## src/rtl/sha256_core_scheduler_if.sv

```systemverilog
// Handshake bundle between miner control, sha256_core_scheduler and the hash core pool.
// Latency: none (wires only).
// Backpressure: none; cores take one-cycle start pulses and answer with one-cycle done pulses.
interface sha256_core_scheduler_if #(
    parameter int NUM_CORES = 4
);
    logic                 start;
    logic [15:0]          num_jobs;
    logic                 busy;
    logic                 done;
    logic [15:0]          jobs_done;
    logic [NUM_CORES-1:0] core_start;
    logic [15:0]          core_job;
    logic [NUM_CORES-1:0] core_done;
    logic [NUM_CORES-1:0] timeout_err;

    // Miner control plus the core pool: drives batch requests and completions
    modport master (
        output start, num_jobs, core_done,
        input  busy, done, jobs_done, core_start, core_job, timeout_err
    );

    // The scheduler itself
    modport slave (
        input  start, num_jobs, core_done,
        output busy, done, jobs_done, core_start, core_job, timeout_err
    );
endinterface

```

## src/rtl/sha256_core_scheduler.sv

```systemverilog
// Dispatches job indices 0..num_jobs-1 to the lowest idle hash core and counts completions; SCHED_WATCHDOG_EN adds per-core timeouts.
// Latency: first core_start one cycle after the accepted start; done two cycles after the last completion is counted.
// Backpressure: a dispatch waits for an idle core (registered busy mask); start is ignored unless idle.
module sha256_core_scheduler #(
    parameter int NUM_CORES      = 4,
    parameter int TIMEOUT_CYCLES = 1024
) (
    input  logic                   clk,
    input  logic                   reset_n,
    sha256_core_scheduler_if.slave sched
);
    if (NUM_CORES < 1 || NUM_CORES > 16 || TIMEOUT_CYCLES < 1) begin : g_param_check
        $error("sha256_core_scheduler: parameter out of range");
    end

    typedef enum logic [1:0] {IDLE, DISPATCH, DRAIN, FINISH} state_t;

    state_t               state_q, state_d;
    logic [15:0]          num_jobs_q, next_job_q, jobs_done_q, core_job_q;
    logic [NUM_CORES-1:0] mask_q, core_start_q;
    logic                 busy_q, done_q;

    logic [NUM_CORES-1:0] idle, pick, hit, expire;
    logic [4:0]           retire_cnt;
    logic                 accept, dispatch_en;

    // Lowest idle core, completions landing on a busy core, and the number of jobs retiring this cycle
    always_comb begin
        idle       = ~mask_q;
        pick       = idle & (~idle + NUM_CORES'(1));
        hit        = sched.core_done & mask_q & {NUM_CORES{state_q != IDLE}};
        retire_cnt = '0;
        for (int k = 0; k < NUM_CORES; k++) begin
            retire_cnt = retire_cnt + 5'(hit[k] | expire[k]);
        end
    end

`ifdef SCHED_WATCHDOG_EN
    localparam int CW = $clog2(TIMEOUT_CYCLES + 1);

    logic [CW-1:0]        wd_cnt_q [NUM_CORES];
    logic [NUM_CORES-1:0] err_q;

    // A core expires when its job has been outstanding TIMEOUT_CYCLES cycles without a completion
    always_comb begin
        expire = '0;
        for (int k = 0; k < NUM_CORES; k++) begin
            expire[k] = mask_q[k] & ~hit[k] & (wd_cnt_q[k] == CW'(TIMEOUT_CYCLES - 1));
        end
    end

    // Per-core watchdog counters: restart on dispatch, advance while the core holds a job
    always_ff @(posedge clk or negedge reset_n) begin
        if (!reset_n) begin
            for (int k = 0; k < NUM_CORES; k++) wd_cnt_q[k] <= '0;
        end else begin
            for (int k = 0; k < NUM_CORES; k++) begin
                if (dispatch_en && pick[k]) begin
                    wd_cnt_q[k] <= '0;
                end else if (mask_q[k]) begin
                    wd_cnt_q[k] <= wd_cnt_q[k] + CW'(1);
                end
            end
        end
    end

    // Sticky timeout flags, cleared when a new batch is accepted
    always_ff @(posedge clk or negedge reset_n) begin
        if (!reset_n) begin
            err_q <= '0;
        end else if (accept) begin
            err_q <= '0;
        end else begin
            err_q <= err_q | expire;
        end
    end

    assign sched.timeout_err = err_q;
`else
    // Without the watchdog a hung core simply keeps the batch in DRAIN
    always_comb begin
        expire = '0;
    end

    assign sched.timeout_err = '0;
`endif

    // Batch sequencing: accept in IDLE, one dispatch per cycle, wait for all retirements, pulse done
    always_comb begin
        state_d     = state_q;
        accept      = 1'b0;
        dispatch_en = 1'b0;
        case (state_q)
            IDLE: begin
                if (sched.start) begin
                    accept  = 1'b1;
                    state_d = (sched.num_jobs == 16'd0) ? FINISH : DISPATCH;
                end
            end
            DISPATCH: begin
                if (next_job_q < num_jobs_q && idle != '0) begin
                    dispatch_en = 1'b1;
                    if (next_job_q + 16'd1 == num_jobs_q) state_d = DRAIN;
                end
            end
            DRAIN: begin
                if (jobs_done_q == num_jobs_q) state_d = FINISH;
            end
            FINISH: begin
                state_d = IDLE;
            end
            default: state_d = IDLE;
        endcase
    end

    // State register
    always_ff @(posedge clk or negedge reset_n) begin
        if (!reset_n) state_q <= IDLE;
        else          state_q <= state_d;
    end

    // Registered outputs, busy mask and batch counters
    always_ff @(posedge clk or negedge reset_n) begin
        if (!reset_n) begin
            busy_q       <= 1'b0;
            done_q       <= 1'b0;
            core_start_q <= '0;
            core_job_q   <= '0;
            mask_q       <= '0;
            num_jobs_q   <= '0;
            next_job_q   <= '0;
            jobs_done_q  <= '0;
        end else begin
            core_start_q <= dispatch_en ? pick : '0;
            done_q       <= (state_q == FINISH);
            if (accept) begin
                busy_q      <= 1'b1;
                num_jobs_q  <= sched.num_jobs;
                next_job_q  <= '0;
                jobs_done_q <= '0;
                mask_q      <= '0;
            end else begin
                if (state_q == FINISH) busy_q <= 1'b0;
                mask_q      <= (mask_q & ~(hit | expire)) | (dispatch_en ? pick : '0);
                jobs_done_q <= jobs_done_q + 16'(retire_cnt);
                if (dispatch_en) begin
                    core_job_q <= next_job_q;
                    next_job_q <= next_job_q + 16'd1;
                end
            end
        end
    end

    assign sched.busy       = busy_q;
    assign sched.done       = done_q;
    assign sched.jobs_done  = jobs_done_q;
    assign sched.core_start = core_start_q;
    assign sched.core_job   = core_job_q;
endmodule

```

## src/flat_wrapper.sv

```systemverilog
// flat-port wrapper written by rule: the top's interface ports become plain ports
module sha256_core_scheduler_flat 
#(
    parameter int NUM_CORES      = 4,
    parameter int TIMEOUT_CYCLES = 1024
)
  (clk, reset_n, sched_start, sched_num_jobs, sched_core_done, sched_busy, sched_done, sched_jobs_done, sched_core_start, sched_core_job, sched_timeout_err);
  sha256_core_scheduler_if #(.NUM_CORES(NUM_CORES)) sched_i ();
  input  logic clk;
  input  logic reset_n;
  input wire logic [$bits(sched_i.start)-1:0] sched_start;
  input wire logic [$bits(sched_i.num_jobs)-1:0] sched_num_jobs;
  input wire logic [$bits(sched_i.core_done)-1:0] sched_core_done;
  output wire logic [$bits(sched_i.busy)-1:0] sched_busy;
  output wire logic [$bits(sched_i.done)-1:0] sched_done;
  output wire logic [$bits(sched_i.jobs_done)-1:0] sched_jobs_done;
  output wire logic [$bits(sched_i.core_start)-1:0] sched_core_start;
  output wire logic [$bits(sched_i.core_job)-1:0] sched_core_job;
  output wire logic [$bits(sched_i.timeout_err)-1:0] sched_timeout_err;
  assign sched_i.start = sched_start;
  assign sched_i.num_jobs = sched_num_jobs;
  assign sched_i.core_done = sched_core_done;
  assign sched_busy = sched_i.busy;
  assign sched_done = sched_i.done;
  assign sched_jobs_done = sched_i.jobs_done;
  assign sched_core_start = sched_i.core_start;
  assign sched_core_job = sched_i.core_job;
  assign sched_timeout_err = sched_i.timeout_err;
  sha256_core_scheduler #(.NUM_CORES(NUM_CORES), .TIMEOUT_CYCLES(TIMEOUT_CYCLES)) u_core (.clk(clk), .reset_n(reset_n), .sched(sched_i));
endmodule
```

## config.mk

```make
export PLATFORM = sky130hd
export DESIGN_NAME = sha256_core_scheduler_flat
export DESIGN_NICKNAME = d
export VERILOG_FILES = /design/src/rtl/sha256_core_scheduler_if.sv /design/src/rtl/sha256_core_scheduler.sv /design/src/flat_wrapper.sv
export SDC_FILE = /design/constraint.sdc
export NUM_CORES = 1
export LEC_CHECK = 0
export CORE_UTILIZATION = 55
export DETAILED_ROUTE_END_ITERATION = 6
export GPL_TIMING_DRIVEN = 0
export HOLD_SLACK_MARGIN = 0.1
export PLACE_DENSITY = 0.91
export SYNTH_ARGS = -nofsm -noshare
export SYNTH_HDL_FRONTEND = slang
export SYNTH_SLANG_ARGS = --single-unit
```

## constraint.sdc

```tcl
create_clock -name clk -period 3.8 [get_ports clk]
set_input_delay 0.76 -clock clk [delete_from_list [all_inputs] [get_ports clk]]
set_output_delay 0.76 -clock clk [all_outputs]
set_load 0.01 [all_outputs]
```

==> metrics.yaml, run 1 <==
yosysTopAreaCell: "dfrtp_1"
start_util_pct: 57.47
p_comb_share_pct: 40.2
holdPathStages: 1
ys_ff_latch: 76
grt_pass1_wl_mm: 18.70
clock_path_buffers: 2
io_pins: 65
syn_to_final_growth_pct: 22.14
core_area_um2: 7807
met1_usage_pct: 36.45
firstDrtPassIters: 4
post_dp_cell_area_um2: 5224
p_leak_uw: 0.002502
synthArstFlopShare_pct: 100.0
p_int_uw: 1995
grt_max_degree: 77
power_density_nw_per_um2: 595.8
synth_ff_type: "dfrtp_1"
drt_wl_total_mm: 11.48
dp_hpwl_mm: 8.555
grt_pass1_vias: 3791
num_antenna_cells: 0
fin_cells: 646
final_antenna_net_count: 0
drc: 0
fin_setup_tns_ps: 0
maxCapViolations: 0
cts_tree: "done"
power_frac_seq_pct: 36.5
drtIter0Drc: 208
setup.worst_path.start_class: "flip-flop"
syn_area_um2: 4487
avgRoutedWirePerCell_um: 17.77
die_height_um: 92.32
tightest_slew_ps: 913.5
path_max_fanout: 5
synth.top_cell.area_share_pct: 42.39
synthTopCellsByCount: "dfrtp_1 (76), o21ai_0 (35), inv_1 (31)"
vias: 3863
portBuffers: 60
cts-root-buf: "clkbuf_8"
setup_viol: 0
post-route-min-period_ps: 3565
rsz0062_at_grt: "no"
final_hold_viol_count: 0
skew_ps: 8.423
gp_congestion: 0.9117
yosysWarnings: 0
synthDistinctLibCells: 49
grt.busiest_layer: "met2"
crit_path_end_kind: "flip-flop"
sw_frac_of_total_pct: 38.91
hold_buffers: 0
r2r_slack_ps: 240
fin_area_um2: 5480
grt_overflow_total: 0
drive_gt1_share_pct: 9.191
fill_cells: 625
h-tree-depth: 3
max_freq_mhz: 280.5
fin_nets: 591
p_sw_uw: 1271
crit_arrival_ps: 3800
floorplan.die_area_um2: 8523
outcome: "completed"
period_share_pct: 93.81
slew_viol_final: 0
synth_area_leaders: "dfrtp_1 (42%), ha_1 (7.5%), xor2_1 (5.9%)"
clk_pin_slew_ps: 70
synth.most_common_cell: "dfrtp_1"
cts_resized: 0
hp-class: "reg -> reg"
clkPwrFrac_pct: 23.3
post-place-cells: 629
antenna_found_initial: 0
use_met3_pct: 5.255
clock_sinks: 76
synth_edf_count: 0
r2r.worst_path.cells: 17
cts_buffers: 9
syn_avg_cell_area_um2: 9.670
clk_latency_ps: 360
grt.total_usage_pct: 28.85
met2_usage_pct: 48.02
die_w_um: 92.32
required_ps: 4030
ir_drop_v: 0.0003602
syn_inst: 464
viasPerCell: 5.980
critPathKind: "reg -> reg"
rows: 32
ys_seq_area_share_pct: 42.39
post_cts_buffers: 0
slew_headroom_pct: 39.10
[final timing paths]
check,startpoint,endpoint
min reg2reg,u_core.sched.core_job[14],u_core.sched.core_job[14]
min,u_core.sched.core_job[14],u_core.sched.core_job[14]
min in group asynchronous,reset_n,u_core.sched.core_job[1]
max in group asynchronous,reset_n,u_core.sched.jobs_done[10]
max,u_core.state_q[1],u_core.sched.jobs_done[14]
max reg2reg,u_core.state_q[1],u_core.sched.jobs_done[14]
[critical path: stages (launching register included)]
cell     delay, ps
dfrtp_1        410
inv_1          130
ha_1           200
inv_1          110
and3_1         200
ha_1           290
inv_1           70
fa_1           400
inv_1           60
ha_1           160
inv_1           50
fa_1           380
nor2b_1        170
o21ai_0        230
nor2_1         250
nand3_1        120
xor2_1         150
nor2_1          60
[stage by stage]
step                      setup WS (ps)  power, uW  utilization, %  hold WS, ps
final                             235.3       3265           70.19        510.1
after CTS                         197.9       3255           70.10        518.2
after detailed placement         -142.3       2494           66.91        497.9
after global routing              9.819       3476           70.19        533.8
after floorplan                   571.2       2033               -        464.4
after global placement           -481.7       2411           66.94        493.1
[power groups by stage]
stage | Clock (uW) | Combinational [uW] | Sequential (uW)
3_3_place_gp | 0 | 1230 | 1180
3_5_place_dp | 0 | 1290 | 1200
5_1_grt | 808 | 1460 | 1210
6_report | 760 | 1310 | 1190
4_1_cts | 763 | 1300 | 1190
2_1_floorplan | 0 | 880 | 1150
[layout make-up]
type	instances	area, um2	share of cell area, %
Buffer	25	123.9	2.260
Tap cell	102	127.6	2.329
Timing Repair Buffer	61	605.6	11.05
Clock buffer	10	137.6	2.511
Clock inverter	6	111.4	2.032
Sequential cell	76	1902	34.70
Multi-Input combinational cell	335	2356	42.99
Inverter	31	116.4	2.123
[per-layer routing]
layer	vias up	wire length [um]
met2	153	5666
li1	1777	-
met5	-	0
met4	0	372
met1	1899	4745
met3	34	694
[cell families after synthesis]
family / after synthesis / synth area share (%)
AO/OA/AOI/OAI: 94 / 13.30
XOR/XNOR: 45 / 8.784
buffers and inverters: 56 / 5.354
adder cells (fa/ha/maj): 29 / 8.422
flip-flops: 76 / 42.39
AND/OR/NAND/NOR: 144 / 16.98
other: 1 / 0.08358
multiplexers: 19 / 4.685
[cells in the final DEF, fill, tap and decap left out, drive strengths merged, types with 15 or more instances in the layout]
master         netlist  layout
mux2                16      16
a21oi               25      25
xnor2               15      15
nand3               18      18
clkbuf              16      26
or3                 18      18
xor2                30      30
nand2               28      28
dfrtp               76      76
ha                  27      27
inv                 31      31
nor2                27      27
o21ai               36      36
clkdlybuf4s50        0      59
[state kept, by name (all words and copies together), names as in the netlist]
| signal | flops |
|---|---|
| u_core.sched.done | 1 |
| u_core.sched.core_job | 16 |
| u_core.state_q | 2 |
| u_core.sched.busy | 1 |
| u_core.num_jobs_q | 16 |
| u_core.next_job_q | 16 |
| u_core.sched.jobs_done | 16 |
| u_core.sched.core_start | 4 |
| u_core.mask_q | 4 |
Power figures use the tool's default switching activity.
==> run 2, diff against run 1 <==
--- a/config.mk
+++ b/config.mk
@@ -7,9 +7,11 @@
 export LEC_CHECK = 0
 export CORE_UTILIZATION = 55
 export DETAILED_ROUTE_END_ITERATION = 6
+export GPL_ROUTABILITY_DRIVEN = 0
 export GPL_TIMING_DRIVEN = 0
 export HOLD_SLACK_MARGIN = 0.1
 export PLACE_DENSITY = 0.91
+export SKIP_CTS_REPAIR_TIMING = 1
 export SYNTH_ARGS = -nofsm -noshare
 export SYNTH_HDL_FRONTEND = slang
 export SYNTH_SLANG_ARGS = --single-unit
==> metrics.yaml, run 2 (same netlist as run 1, synthesis figures left out) <==
final_common_cell: "dfrtp_1"
portBuffers: 60
tightest_slew_ps: 726.5
grt_pass1_wl_mm: 18.60
power_density_nw_per_um2: 593.0
p_sw_uw: 1254
p_leak_uw: 0.002519
rr_startpoint: "u_core.state_q[1]"
dp_hpwl_mm: 8.435
drtIter0Drc: 259
fin_nets: 592
cts_buffers: 9
drt_wl_total_mm: 11.28
final_antenna_net_count: 0
rows: 32
vias: 3864
slew_headroom_pct: 51.56
h-tree-depth: 3
hp-class: "in -> async"
start_util_pct: 57.47
antenna_found_initial: 0
whs_ps: 394.4
multi_input_area_um2: 2356
clkPwrFrac_pct: 23.4
clk_latency_ps: 360
firstDrtPassIters: 5
grt_pass1_vias: 3875
setup_viol: 0
drc: 0
fin_cells: 647
viasPerCell: 5.972
critPathKind: "reg -> reg"
clk_pin_slew_ps: 80
setup.worst_path.start_class: "flip-flop"
cts-root-buf: "clkbuf_8"
grt.total_usage_pct: 28.60
syn_to_final_growth_pct: 22.78
p_comb_share_pct: 40.1
clock_sinks: 76
ir_drop_v: 0.0003766
fill_cells: 578
maxCapViolations: 0
avgRoutedWirePerCell_um: 17.44
drive_gt1_share_pct: 9.174
r2r_slack_ps: 240
cts_tree: "done"
core_area_um2: 7807
path_max_fanout: 5
post_dp_cell_area_um2: 5251
grt_max_degree: 77
r2r-end: "u_core.sched.jobs_done[10]"
floorplan.die_area_um2: 8523
rsz0062_at_grt: "no"
sw_frac_of_total_pct: 38.39
final_cell_mix: "dfrtp_1 (76), clkdlybuf4s50_1 (59), o21ai_0 (35)"
fin_setup_tns_ps: 0
final_hold_viol_count: 0
outcome: "completed"
clock_path_buffers: 2
startpoint: "u_core.state_q[1]"
slew_viol_final: 0
skew_ps: 9.544
max_freq_mhz: 281.2
post-route-min-period_ps: 3556
p_int_uw: 2013
power_frac_seq_pct: 36.5
fin_area_um2: 5509
regArea_um2: 1902
grt_overflow_total: 0
io_pins: 65
r2r.worst_path.cells: 17
period_share_pct: 93.57
required_ps: 4020
crit_arrival_ps: 3780
crit_path_end_kind: "flip-flop"
die_w_um: 92.32
num_antenna_cells: 0
post-place-cells: 630
die_height_um: 92.32
==> run 2: changes by cell type in the layout (fill, tap and decap cells not counted) <==
cell        delta
clkbuf_1       +1
clkbuf_8       +1
clkinv_4       -1
buf_16         +1
clkinvlp_4     -1
==> run 2: metrics by stage <==
stage               utilization (%)  setup slack, ps  total power (uW)
floorplan                         -            571.2              2033
global placement              66.94           -494.6              2402
detailed placement            67.26           -93.03              2489
CTS                           70.46            212.6              3258
global route                  70.56            38.48              3456
finish                        70.56            244.3              3267
==> run 2: power groups by stage <==
stage / combinational [uW] / clock, uW / sequential [uW]
final: 1310 / 763 / 1190
after global routing: 1430 / 811 / 1210
after CTS: 1300 / 773 / 1180
after floorplan: 880 / 0 / 1150
after global placement: 1220 / 0 / 1180
after detailed placement: 1290 / 0 / 1200
==> run 2: per-layer routing <==
layer	wire, um	vias up	global-route usage, %
li1	-	1795	-
met1	4563	1847	35.72
met2	5482	173	45.99
met3	691	49	4.187
met4	543	0	19.27
met5	0	-	0
==> run 2: worst max-delay path, stage by stage (launching register included) <==
cell,delay (ps)
dfrtp_1,420
inv_1,140
ha_1,200
inv_1,110
and3_1,200
ha_1,290
inv_1,60
fa_1,400
inv_1,60
ha_1,160
inv_1,60
fa_1,380
nor2b_1,160
o21ai_0,210
nor2_1,250
buf_4,150
xnor2_1,100
nor2_1,60
==> run 2: area by class of cell <==
class                      instances  share of cell area, %
tap                              102                  2.317
sequential                        76                  34.52
inverter                          31                  2.112
buffer                            25                  2.248
clock inverter                     4                  1.726
multi-input combinational        335                  42.77
timing repair buffer              62                  11.49
clock buffer                      12                  2.816
==> run 2: how the worst max path moves through the flow <==
| stage | endpoint | slack [ps] | cells past startpoint |
|---|---|---|---|
| 2_1_floorplan | u_core.sched.jobs_done[12] | 570 | 14 |
| 3_3_place_gp | u_core.sched.jobs_done[11] | -490 | 1 |
| 6_report | u_core.sched.jobs_done[10] | 240 | 17 |
| 3_5_place_dp | u_core.sched.jobs_done[12] | -90 | 15 |
| 4_1_cts | u_core.sched.jobs_done[12] | 210 | 17 |
| 5_1_grt | u_core.sched.jobs_done[12] | 40 | 17 |
==> run 3, diff against run 2 <==
--- a/config.mk
+++ b/config.mk
@@ -5,12 +5,13 @@
 export SDC_FILE = /design/constraint.sdc
 export NUM_CORES = 1
 export LEC_CHECK = 0
-export CORE_UTILIZATION = 55
+export CORE_MARGIN = 5
+export CORE_UTILIZATION = 30
 export DETAILED_ROUTE_END_ITERATION = 6
 export GPL_ROUTABILITY_DRIVEN = 0
 export GPL_TIMING_DRIVEN = 0
 export HOLD_SLACK_MARGIN = 0.1
-export PLACE_DENSITY = 0.91
+export PLACE_DENSITY = 0.59
 export SKIP_CTS_REPAIR_TIMING = 1
 export SYNTH_ARGS = -nofsm -noshare
 export SYNTH_HDL_FRONTEND = slang
==> metrics.yaml, run 3 (same netlist as run 1, synthesis figures left out) <==
whs_ps: 354.0
cts-root-buf: "clkbuf_16"
vias: 3693
dp_hpwl_mm: 9.497
total_power_uw: 3346
syn_to_final_growth_pct: 25.96
cts_buffers: 9
post-route-min-period_ps: 3442
die_height_um: 132.3
power_density_nw_per_um2: 592.0
final_common_cell: "dfrtp_1"
grt_pass1_vias: 3837
core_area_um2: 14590
path_max_fanout: 5
slew_viol_final: 0
firstDrtPassIters: 4
tightest_slew_ps: 686.1
rsz0062_at_grt: "no"
final_hold_viol_count: 0
crit_path_end_kind: "flip-flop"
outcome: "completed"
max_freq_mhz: 290.5
clk_pin_slew_ps: 50
grt_overflow_total: 0
slew_headroom_pct: 54.26
fin_setup_tns_ps: 0
period_share_pct: 90.59
num_antenna_cells: 0
fin_nets: 591
crit_arrival_ps: 3700
p_leak_uw: 0.002531
drc: 0
die_w_um: 132.3
clock_path_buffers: 2
critPathKind: "in -> reg"
grt.total_usage_pct: 14.26
rows: 44
floorplan.die_area_um2: 17500
drive_gt1_share_pct: 8.456
h-tree-depth: 3
final_cell_mix: "dfrtp_1 (76), clkdlybuf4s50_1 (59), o21ai_0 (34)"
grt_max_degree: 48
setup.worst_path.start_class: "input pin"
avgRoutedWirePerCell_um: 16.65
drt_wl_total_mm: 12.12
ir_drop_v: 0.0002734
cts_tree: "done"
hp-class: "in -> async"
viasPerCell: 5.073
final_antenna_net_count: 0
portBuffers: 60
clock_sinks: 76
grt_pass1_wl_mm: 20.05
io_pins: 65
required_ps: 4060
start_util_pct: 30.75
maxCapViolations: 0
antenna_found_initial: 0
setup_viol: 0
skew_ps: 6.282
clk_latency_ps: 340
drtIter0Drc: 244
## run 3: cell type report
| type | count | area, um2 |
|---|---|---|
| Clock buffer | 15 | 267.8 |
| Inverter | 31 | 116.4 |
| Clock inverter | 1 | 30.03 |
| Fill cell | 1431 | 8937 |
| Multi-Input combinational cell | 335 | 2356 |
| Sequential cell | 76 | 1902 |
| Tap cell | 184 | 230.2 |
| Buffer | 25 | 123.9 |
| Timing Repair Buffer | 61 | 625.6 |
## run 3: worst paths after layout
check	cells after the start	to	startpoint	slack, ps
worst max-delay path	13	u_core.sched.jobs_done[15]	sched_core_done[1]	360
worst min-delay path	1	u_core.sched.jobs_done[14]	reset_n	350
worst max register to register	15	u_core.sched.jobs_done[15]	u_core.state_q[0]	360
worst min register to register	1	u_core.sched.core_job[3]	u_core.sched.core_job[3]	510
max in group asynchronous	2	u_core.sched.core_job[10]	reset_n	2860
min in group clk	1	u_core.sched.core_job[3]	u_core.sched.core_job[3]	510
## run 3: power by group
part,internal [uW],switching (uW),total [uW]
Sequential,979,210,1190
Clock,545,310,855
Combinational,566,736,1300
## run 3: critical path, cell delays in order
cell and delay (ps):
clkdlybuf4s50_1 400, and3_1 190, ha_1 270, inv_1 40
fa_1 350, inv_1 70, ha_1 230, ha_1 280
a21o_1 100, a21oi_1 120, nand4bb_1 320, or3_1 410
a21oi_1 140
## run 3: through the flow
step	utilization, %	std cells	area, um2	setup slack (ps)
after floorplan	-	467	4498	571.2
after global placement	36.53	711	5329	-745.1
after detailed placement	36.70	712	5354	-110.9
after CTS	38.74	728	5652	234.0
after global routing	38.74	728	5652	43.46
final	38.74	728	5652	357.6
## run 3: per-layer routing
| metal | global-route usage, % | routed length (um) | vias up |
|---|---|---|---|
| met4 | 4.242 | 118 | 0 |
| met2 | 23.47 | 5950 | 86 |
| met3 | 4.427 | 711 | 10 |
| met1 | 18.03 | 5341 | 1810 |
| met5 | 0 | 0 | - |
| li1 | - | - | 1787 |
